File: config.mk
export PLATFORM = sky130hd
export DESIGN_NAME = fft_out_streamer_flat
export DESIGN_NICKNAME = d
export VERILOG_FILES = /design/src/rtl/fft_out_streamer_if.sv /design/src/rtl/fft_out_streamer.sv /design/src/flat_wrapper.sv
export SDC_FILE = /design/constraint.sdc
export NUM_CORES = 1
export LEC_CHECK = 0
export BUFFER_PORTS_ARGS = -buffer_cell sky130_fd_sc_hd__buf_2
export CAP_MARGIN = 25
export CORE_AREA = 2 2 432 434
export DETAILED_ROUTE_END_ITERATION = 8
export DIE_AREA = 0 0 434 436
export GPL_TIMING_DRIVEN = 1
export HOLD_SLACK_MARGIN = 0.15
export SLEW_MARGIN = 20
export SYNTH_ARGS = -nofsm -noshare
export SYNTH_HDL_FRONTEND = slang
export SYNTH_SLANG_ARGS = --single-unit
export TNS_END_PERCENT = 5
File: constraint.sdc
create_clock -name clk -period 15.49 [get_ports clk]
set_input_delay 3.098 -clock clk [delete_from_list [all_inputs] [get_ports clk]]
set_output_delay 3.098 -clock clk [all_outputs]
set_load 0.01 [all_outputs]
File: src/rtl/fft_out_streamer_if.sv
// rtl/fft_out_streamer_if.sv - frame capture and bin stream signals for fft_out_streamer
interface fft_out_streamer_if #(
  parameter int N = 16,
  parameter int W = 32
);
  logic                   in_valid;
  logic                   in_ready;
  logic [N*W-1:0]         in_real;
  logic [N*W-1:0]         in_imag;
  logic                   out_valid;
  logic                   out_ready;
  logic [W-1:0]           out_real;
  logic [W-1:0]           out_imag;
  logic [$clog2(N)-1:0]   out_index;
  logic                   out_last;

  // master: the environment around the streamer (frame source and bin sink)
  modport master (
    output in_valid, in_real, in_imag, out_ready,
    input  in_ready, out_valid, out_real, out_imag, out_index, out_last
  );

  // slave: the streamer itself
  modport slave (
    input  in_valid, in_real, in_imag, out_ready,
    output in_ready, out_valid, out_real, out_imag, out_index, out_last
  );
endinterface

File: src/rtl/fft_out_streamer.sv
// rtl/fft_out_streamer.sv - captures N parallel complex FFT bins and streams them one per cycle
// Optional 1/N normalization at capture when FFT_STREAM_SCALE_EN is defined.
module fft_out_streamer #(
  parameter int N = 16,
  parameter int W = 32
) (
  input  logic              clk,
  input  logic              rst,
  fft_out_streamer_if.slave s,
  output logic [15:0]       frame_cnt
);
  localparam int IW = $clog2(N);

  typedef enum logic {IDLE, STREAM} state_t;

  state_t        state;
  logic [IW-1:0] idx;
  logic [IW-1:0] idx_nxt;
  logic [W-1:0]  buf_real [N];
  logic [W-1:0]  buf_imag [N];
  logic [W-1:0]  cap_real [N];
  logic [W-1:0]  cap_imag [N];
  logic          accept;
  logic          last_accept;
  logic          capture;

  always_comb begin
    for (int k = 0; k < N; k++) begin
`ifdef FFT_STREAM_SCALE_EN
      cap_real[k] = $signed(s.in_real[k*W +: W]) >>> IW;
      cap_imag[k] = $signed(s.in_imag[k*W +: W]) >>> IW;
`else
      cap_real[k] = s.in_real[k*W +: W];
      cap_imag[k] = s.in_imag[k*W +: W];
`endif
    end
  end

  assign accept      = s.out_valid && s.out_ready;
  assign last_accept = accept && s.out_last;
  // Ready on the final accepted beat lets the next frame load with no bubble.
  assign s.in_ready  = (state == IDLE) || last_accept;
  assign capture     = s.in_valid && s.in_ready;
  assign idx_nxt     = idx + 1'b1;
  assign s.out_index = idx;

  always_ff @(posedge clk) begin
    if (capture) begin
      for (int k = 0; k < N; k++) begin
        buf_real[k] <= cap_real[k];
        buf_imag[k] <= cap_imag[k];
      end
    end
  end

  always_ff @(posedge clk or negedge rst) begin
    if (!rst) begin
      state       <= IDLE;
      idx         <= '0;
      s.out_valid <= 1'b0;
      s.out_real  <= '0;
      s.out_imag  <= '0;
      s.out_last  <= 1'b0;
      frame_cnt   <= 16'd0;
    end else begin
      if (last_accept) begin
        frame_cnt <= frame_cnt + 16'd1;
      end
      // Bin 0 is taken straight from the capture bus; the buffer is written on the same edge.
      if (capture) begin
        state       <= STREAM;
        idx         <= '0;
        s.out_valid <= 1'b1;
        s.out_real  <= cap_real[0];
        s.out_imag  <= cap_imag[0];
        s.out_last  <= 1'b0;
      end else begin
        case (state)
          IDLE: begin
            s.out_valid <= 1'b0;
          end
          STREAM: begin
            if (last_accept) begin
              state       <= IDLE;
              idx         <= '0;
              s.out_valid <= 1'b0;
              s.out_real  <= '0;
              s.out_imag  <= '0;
              s.out_last  <= 1'b0;
            end else if (accept) begin
              idx        <= idx_nxt;
              s.out_real <= buf_real[idx_nxt];
              s.out_imag <= buf_imag[idx_nxt];
              s.out_last <= (idx_nxt == IW'(N - 1));
            end
          end
          default: begin
            state <= IDLE;
          end
        endcase
      end
    end
  end
endmodule
File: src/flat_wrapper.sv
// flat-port wrapper written by rule: the top's interface ports become plain ports
module fft_out_streamer_flat 
#(
  parameter int N = 16,
  parameter int W = 32
)
  (clk, rst, frame_cnt, s_in_valid, s_in_real, s_in_imag, s_out_ready, s_in_ready, s_out_valid, s_out_real, s_out_imag, s_out_index, s_out_last);
  fft_out_streamer_if #(.N(N), .W(W)) s_i ();
  input  logic clk;
  input  logic rst;
  output logic [15:0] frame_cnt;
  input wire logic [$bits(s_i.in_valid)-1:0] s_in_valid;
  input wire logic [$bits(s_i.in_real)-1:0] s_in_real;
  input wire logic [$bits(s_i.in_imag)-1:0] s_in_imag;
  input wire logic [$bits(s_i.out_ready)-1:0] s_out_ready;
  output wire logic [$bits(s_i.in_ready)-1:0] s_in_ready;
  output wire logic [$bits(s_i.out_valid)-1:0] s_out_valid;
  output wire logic [$bits(s_i.out_real)-1:0] s_out_real;
  output wire logic [$bits(s_i.out_imag)-1:0] s_out_imag;
  output wire logic [$bits(s_i.out_index)-1:0] s_out_index;
  output wire logic [$bits(s_i.out_last)-1:0] s_out_last;
  assign s_i.in_valid = s_in_valid;
  assign s_i.in_real = s_in_real;
  assign s_i.in_imag = s_in_imag;
  assign s_i.out_ready = s_out_ready;
  assign s_in_ready = s_i.in_ready;
  assign s_out_valid = s_i.out_valid;
  assign s_out_real = s_i.out_real;
  assign s_out_imag = s_i.out_imag;
  assign s_out_index = s_i.out_index;
  assign s_out_last = s_i.out_last;
  fft_out_streamer #(.N(N), .W(W)) u_core (.clk(clk), .rst(rst), .s(s_i), .frame_cnt(frame_cnt));
endmodule
# ---- After elaboration in Yosys (flattened, before gate mapping)
# Memory sizes are Yosys's and may differ from the RTL's.
# Cells that the tools add are included.
dict set report word_totals {
  memories 2
  elab_cells 45
  ram_bits 1024
  regBits 87
  inputBits 1028
  output_inout_bits 87
}
# name words word_bits rd rd_clocked_by_memory_dff write_ports line
set mem_list {}
lappend mem_list {u_core.buf_imag 16 32 1 0 16 fft_out_streamer.sv:20} ;# logic [W-1:0] buf_imag [N];
lappend mem_list {u_core.buf_real 16 32 1 0 16 fft_out_streamer.sv:19} ;# logic [W-1:0] buf_real [N];
dict set report op_classes {
  mux 24
  n_eq_ne 2
  reduce_logical 7
  n_addsub 2
  bitwise_logic 1
}
# operator n
set ops {}
lappend ops {{2-to-1 mux 32 bit} 8}
lappend ops {{adder 16 x 1 -> 16 bit (second input constant)} 1}
lappend ops {{2-to-1 mux 4 bit} 4}
lappend ops {{2-to-1 mux 1 bit} 11}
lappend ops {{adder 4 x 1 -> 4 bit (second input constant)} 1}
lappend ops {{equality test 4 bit (second input constant)} 1}
lappend ops {{logical AND 1 bit} 3}
lappend ops {{!= test 3 bit (second input constant)} 1}
lappend ops {{nonzero test 3 bit} 1}
lappend ops {{one-hot mux 1 bit (2 select lines)} 1}
lappend ops {{AND reduction 2 bit} 1}
lappend ops {{nonzero test 2 bit} 1}
lappend ops {{logical OR 1 bit} 1}
lappend ops {{inverter 1 bit} 1}

# ---- Longest topological paths before layout
dict set report logic_depth {
  ltp_word 6
  ltp_mapped 13
}

# ---- Least setup slack after synthesis
# OpenSTA, ideal clock, no wires.
dict set report synth_timing {
  path_type {input to register}
  from {input port s_out_ready}
  to {register u_core.s.out_real[1]}
  slack_ps -1516
  setup_ps 129
  cell_stages 6
  arrival_time_ps 16877
  path_cell_list {nand3_1 -> a21boi_0 -> buf_2 -> buf_2 -> a22oi_1 -> o21ai_1}
}
dict set report synth_between {
  elab_chain_len 6
  word_cells_on_any_way 10
  cone_classes {mux (3); reduce/logical (7)}
}
# item line
set synth_rtl {}
lappend synth_rtl {{from (decl)} flat_wrapper.sv:15} ;# input wire logic [$bits(s_i.out_ready)-1:0] s_out_ready;
lappend synth_rtl {{logical AND 1 bit (*)} fft_out_streamer.sv:39} ;# assign accept = s.out_valid && s.out_ready;
lappend synth_rtl {{logical AND 1 bit (*)} fft_out_streamer.sv:40} ;# assign last_accept = accept && s.out_last;
lappend synth_rtl {{logical OR 1 bit (*)} fft_out_streamer.sv:42} ;# assign s.in_ready = (state == IDLE) || last_accept;
lappend synth_rtl {{logical AND 1 bit (*)} fft_out_streamer.sv:43} ;# assign capture = s.in_valid && s.in_ready;
lappend synth_rtl {{named net u_core.capture} fft_out_streamer.sv:25} ;# logic capture;
lappend synth_rtl {{nonzero test 3 bit (no line) or nonzero test 2 bit (tied branches)} --}
lappend synth_rtl {{AND reduction 2 bit (no line)} --}
lappend synth_rtl {{to (signal assigned)} fft_out_streamer.sv:74} ;# s.out_real <= cap_real[0];
lappend synth_rtl {{to (signal assigned)} fft_out_streamer.sv:92} ;# s.out_real <= buf_real[idx_nxt];
lappend synth_rtl {{to (decl)} fft_out_streamer_if.sv:26} ;# output in_ready, out_valid, out_real, out_imag, out_index, out_last
# The timed path passes the listed nets; every way through them passes the cells marked *. The select of a mux whose other input is x is not followed.
# A chain may end at the register's enable or synchronous reset.

# ---- Final worst setup path
dict set report layout_timing {
  from {input port s_out_ready}
  to {output port s_in_ready}
}
dict set report layout_between {
  elab_chain_len 3
}
# item line
set layout_rtl {}
lappend layout_rtl {{logical AND 1 bit} fft_out_streamer.sv:39}
lappend layout_rtl {{logical AND 1 bit} fft_out_streamer.sv:40}
lappend layout_rtl {{logical OR 1 bit} fft_out_streamer.sv:42}
lappend layout_rtl {{to (decl)} flat_wrapper.sv:16} ;# output wire logic [$bits(s_i.in_ready)-1:0] s_in_ready;
# Every way passes these cells.

==> flow_summary.json <==
{
  "status": "finished, final reports clean",
  "grt_remaining_overflow": 0,
  "viasPerCell": 4.37,
  "synth_top_cells_by_area": "edfxtp_1, mux4_2, dfrtp_1, mux2i_1, mux2_2",
  "die_area_um2": 189000,
  "ff_latch_area_um2": 32900,
  "worstSetupStartpoint": "s_out_ready",
  "critPathArrivalTime_ps": 3800,
  "start_util": 0.230,
  "cp-start-kind": "primary input",
  "setup_viol": 0,
  "yosysTopAreaCell": "edfxtp_1",
  "n_fill_cell": 18200,
  "h-tree-depth": 4,
  "clk_pin_slew_ps": 60,
  "drv_slew": 0,
  "ys_ff_latch": 1111,
  "maxCapViolCount": 0,
  "pre_cts_slack_ps": 8490,
  "final_util": 0.300,
  "cts_tree": "done",
  "die_w_um": 434,
  "drive_gt1_frac": 0.529,
  "postSynthAreaPerCell_um2": 22.8,
  "cellPowerDensity_nw_per_um2": 165,
  "post_cts_buffers": 0,
  "grt_max_degree": 189,
  "core_area_um2": 185000,
  "first_pass_iters": 5,
  "hold_depth": 1,
  "leakage_nw": 19.7,
  "via_count": 24800,
  "crit_top_cell": "buf_2",
  "power.total_mw": 9.14,
  "synth_edf_count": 1024,
  "synth_fp_nets": 2897,
  "setup_tns_ps": 0,
  "final_cell_area_um2": 55500,
  "p_sw_mw": 2.82,
  "reg2reg_to": "u_core.s.out_real[22]$_DFFE_PN0P_",
  "ys_warn_count": 0,
  "yosysSeqAreaShare": 0.775,
  "ys_types": 38,
  "seqPwrFrac": 0.383,
  "timing.critical_path.buf_inv": 2,
  "dp_hpwl_um": 117000,
  "drcViolationCount": 0,
  "crit_family": "simple AND/OR/NAND/NOR gates",
  "cp-endpoint": "s_in_ready",
  "dp.cells": 5389,
  "synth.most_common_cell": "edfxtp_1",
  "final-hold-violation-count": 0,
  "antenna_found_initial": 84,
  "grt.total_usage": 0.160,
  "root_buffer": "clkbuf_16",
  "dr.first_iter.drc_count": 2285,
  "synth-async-reset-ratio": 0.0783,
  "slew_headroom": 0.235,
  "fin_nets": 4072,
  "area_delta_synth_final_pct": 30.6,
  "drt-total-wl_um": 156000,
  "netlist_area_um2": 42500,
  "post_cts_resized": 0,
  "ys_top_cells_by_count": "edfxtp_1, mux4_2, dfrtp_1, mux2i_1, mux2_2",
  "pin_count": 1115,
  "reg2regPathDepth": 9,
  "irDropWorstVdd_mv": 0.172,
  "rsz0062_at_grt": "no",
  "final_cells": 5674,
  "hold_class": "reg2reg",
  "worstPathCellList": "buf_2 > nand3_1 > nand2_1 > buf_2",
  "post-route-period-util": 0.445,
  "rows": 158,
  "drtAntennaViolNets": 0,
  "fin_ws_ps": 8600,
  "switching_share": 0.308,
  "die_y_um": 436,
  "crit_slowest_cell": "nand3_1",
  "max_clock_freq_mhz": 145,
  "worst_ep_required_time_ps": 12390,
  "gp_congestion": 0.899,
  "clockBufferDepth": 3,
  "numCtsBuffers": 130,
  "path_class": "in2out",
  "synth_top_area_share": 0.724,
  "cp_max_fo": 6,
  "multi_input_area_um2": 9030,
  "critPathMaxStageDelay_ps": 240,
  "ys.flop_type": "edfxtp_1",
  "fin_hold_ws_ps": 479,
  "dpl_cell_area_um2": 51000,
  "netlist_instances": 1866,
  "worst_pin_slew_ps": 1150,
  "clkSinkCount": 1111,
  "r2r_slack_ps": 10650,
  "critPathCaptureType": "primary output",
  "fin_crit_ps": 6890,
  "io_buffers": 1114,
  "pwr-share-comb": 0.278,
  "wl_per_cell_um": 27.4,
  "clkPwrFrac": 0.339,
  "clock_skew_ps": 56.8,
  "grt_pass1_wl_um": 207000,
  "r2r-start": "u_core.s.out_index[0]$_DFFE_PN0P_",
  "cp_num_cells": 4,
  "grt_pass1_vias": 25500,
  "internal_power_mw": 6.33,
  "clk_latency_ps": 770,
  "ctsHoldBuffers": 0
}
sequential cells by signal (all words and copies together), names as in the netlist:
| name | cells |
|---|---|
| u_core.state | 1 |
| u_core.buf_real | 512 |
| u_core.s.out_index | 4 |
| u_core.s.out_last | 1 |
| u_core.s.out_imag | 32 |
| u_core.buf_imag | 512 |
| u_core.s.out_real | 32 |
| u_core.frame_cnt | 16 |
| u_core.s.out_valid | 1 |
per-layer routing:
layer  global-route usage  part of all wire  up-vias  wire [um]
met3               0.0576             0.099      271      15500
met5                    0            0.0017        -        257
met1                0.185              0.36    12900      56600
met2                0.271              0.51     1259      78800
met4               0.0575             0.030       42       4650
li1                     -                 -    10300          -
how the worst min path moves through the flow:
stage,slack [ps],from,endpoint
2_1_floorplan,510,u_core.frame_cnt[15]$_DFFE_PN0P_,u_core.frame_cnt[15]$_DFFE_PN0P_
3_3_place_gp,460,u_core.frame_cnt[15]$_DFFE_PN0P_,u_core.frame_cnt[15]$_DFFE_PN0P_
3_5_place_dp,470,u_core.frame_cnt[15]$_DFFE_PN0P_,u_core.frame_cnt[15]$_DFFE_PN0P_
4_1_cts,490,u_core.frame_cnt[15]$_DFFE_PN0P_,u_core.frame_cnt[15]$_DFFE_PN0P_
5_1_grt,510,u_core.frame_cnt[15]$_DFFE_PN0P_,u_core.frame_cnt[15]$_DFFE_PN0P_
6_report,480,u_core.frame_cnt[15]$_DFFE_PN0P_,u_core.frame_cnt[15]$_DFFE_PN0P_
kinds of logic after synthesis:
family / synth area share
fa+ha+maj: 0.000884
buf+inv: 0.0142
flops: 0.775
mux: 0.173
simple gates: 0.0105
compound gates: 0.0229
xor+xnor: 0.00389
cells in the final DEF (no fill, tap or decap), types with 13 or more instances in the layout:
cell type	Yosys	layout
clkinv_1	0	18
edfxtp_1	1024	1024
buf_4	18	25
dfrtp_1	87	86
diode_2	0	49
mux2i_1	82	82
clkbuf_1	43	28
clkbuf_16	0	131
nand2_1	14	13
nand3_1	50	50
mux2_2	65	65
o211ai_1	44	44
mux4_2	253	253
a22oi_1	63	63
buf_2	28	1113
power groups by stage:
stage / clock network [mW] / registers [mW] / logic (mW)
finish: 3.10 / 3.50 / 2.54
global route: 3.30 / 3.51 / 2.72
CTS: 3.18 / 3.50 / 2.64
detailed placement: 0 / 3.56 / 2.63
global placement: 0 / 3.56 / 2.64
floorplan: 0 / 3.57 / 1.56
area by class of cell:
class	count	share of cell area
clock buffer	170	0.0637
clock inverter	66	0.0149
antenna	49	0.00221
sequential	1111	0.594
multi-input combinational	649	0.163
timing repair buffer	1147	0.107
inverter	2	0.000135
tap	2480	0.0559
(Power assumes the default switching activity.)
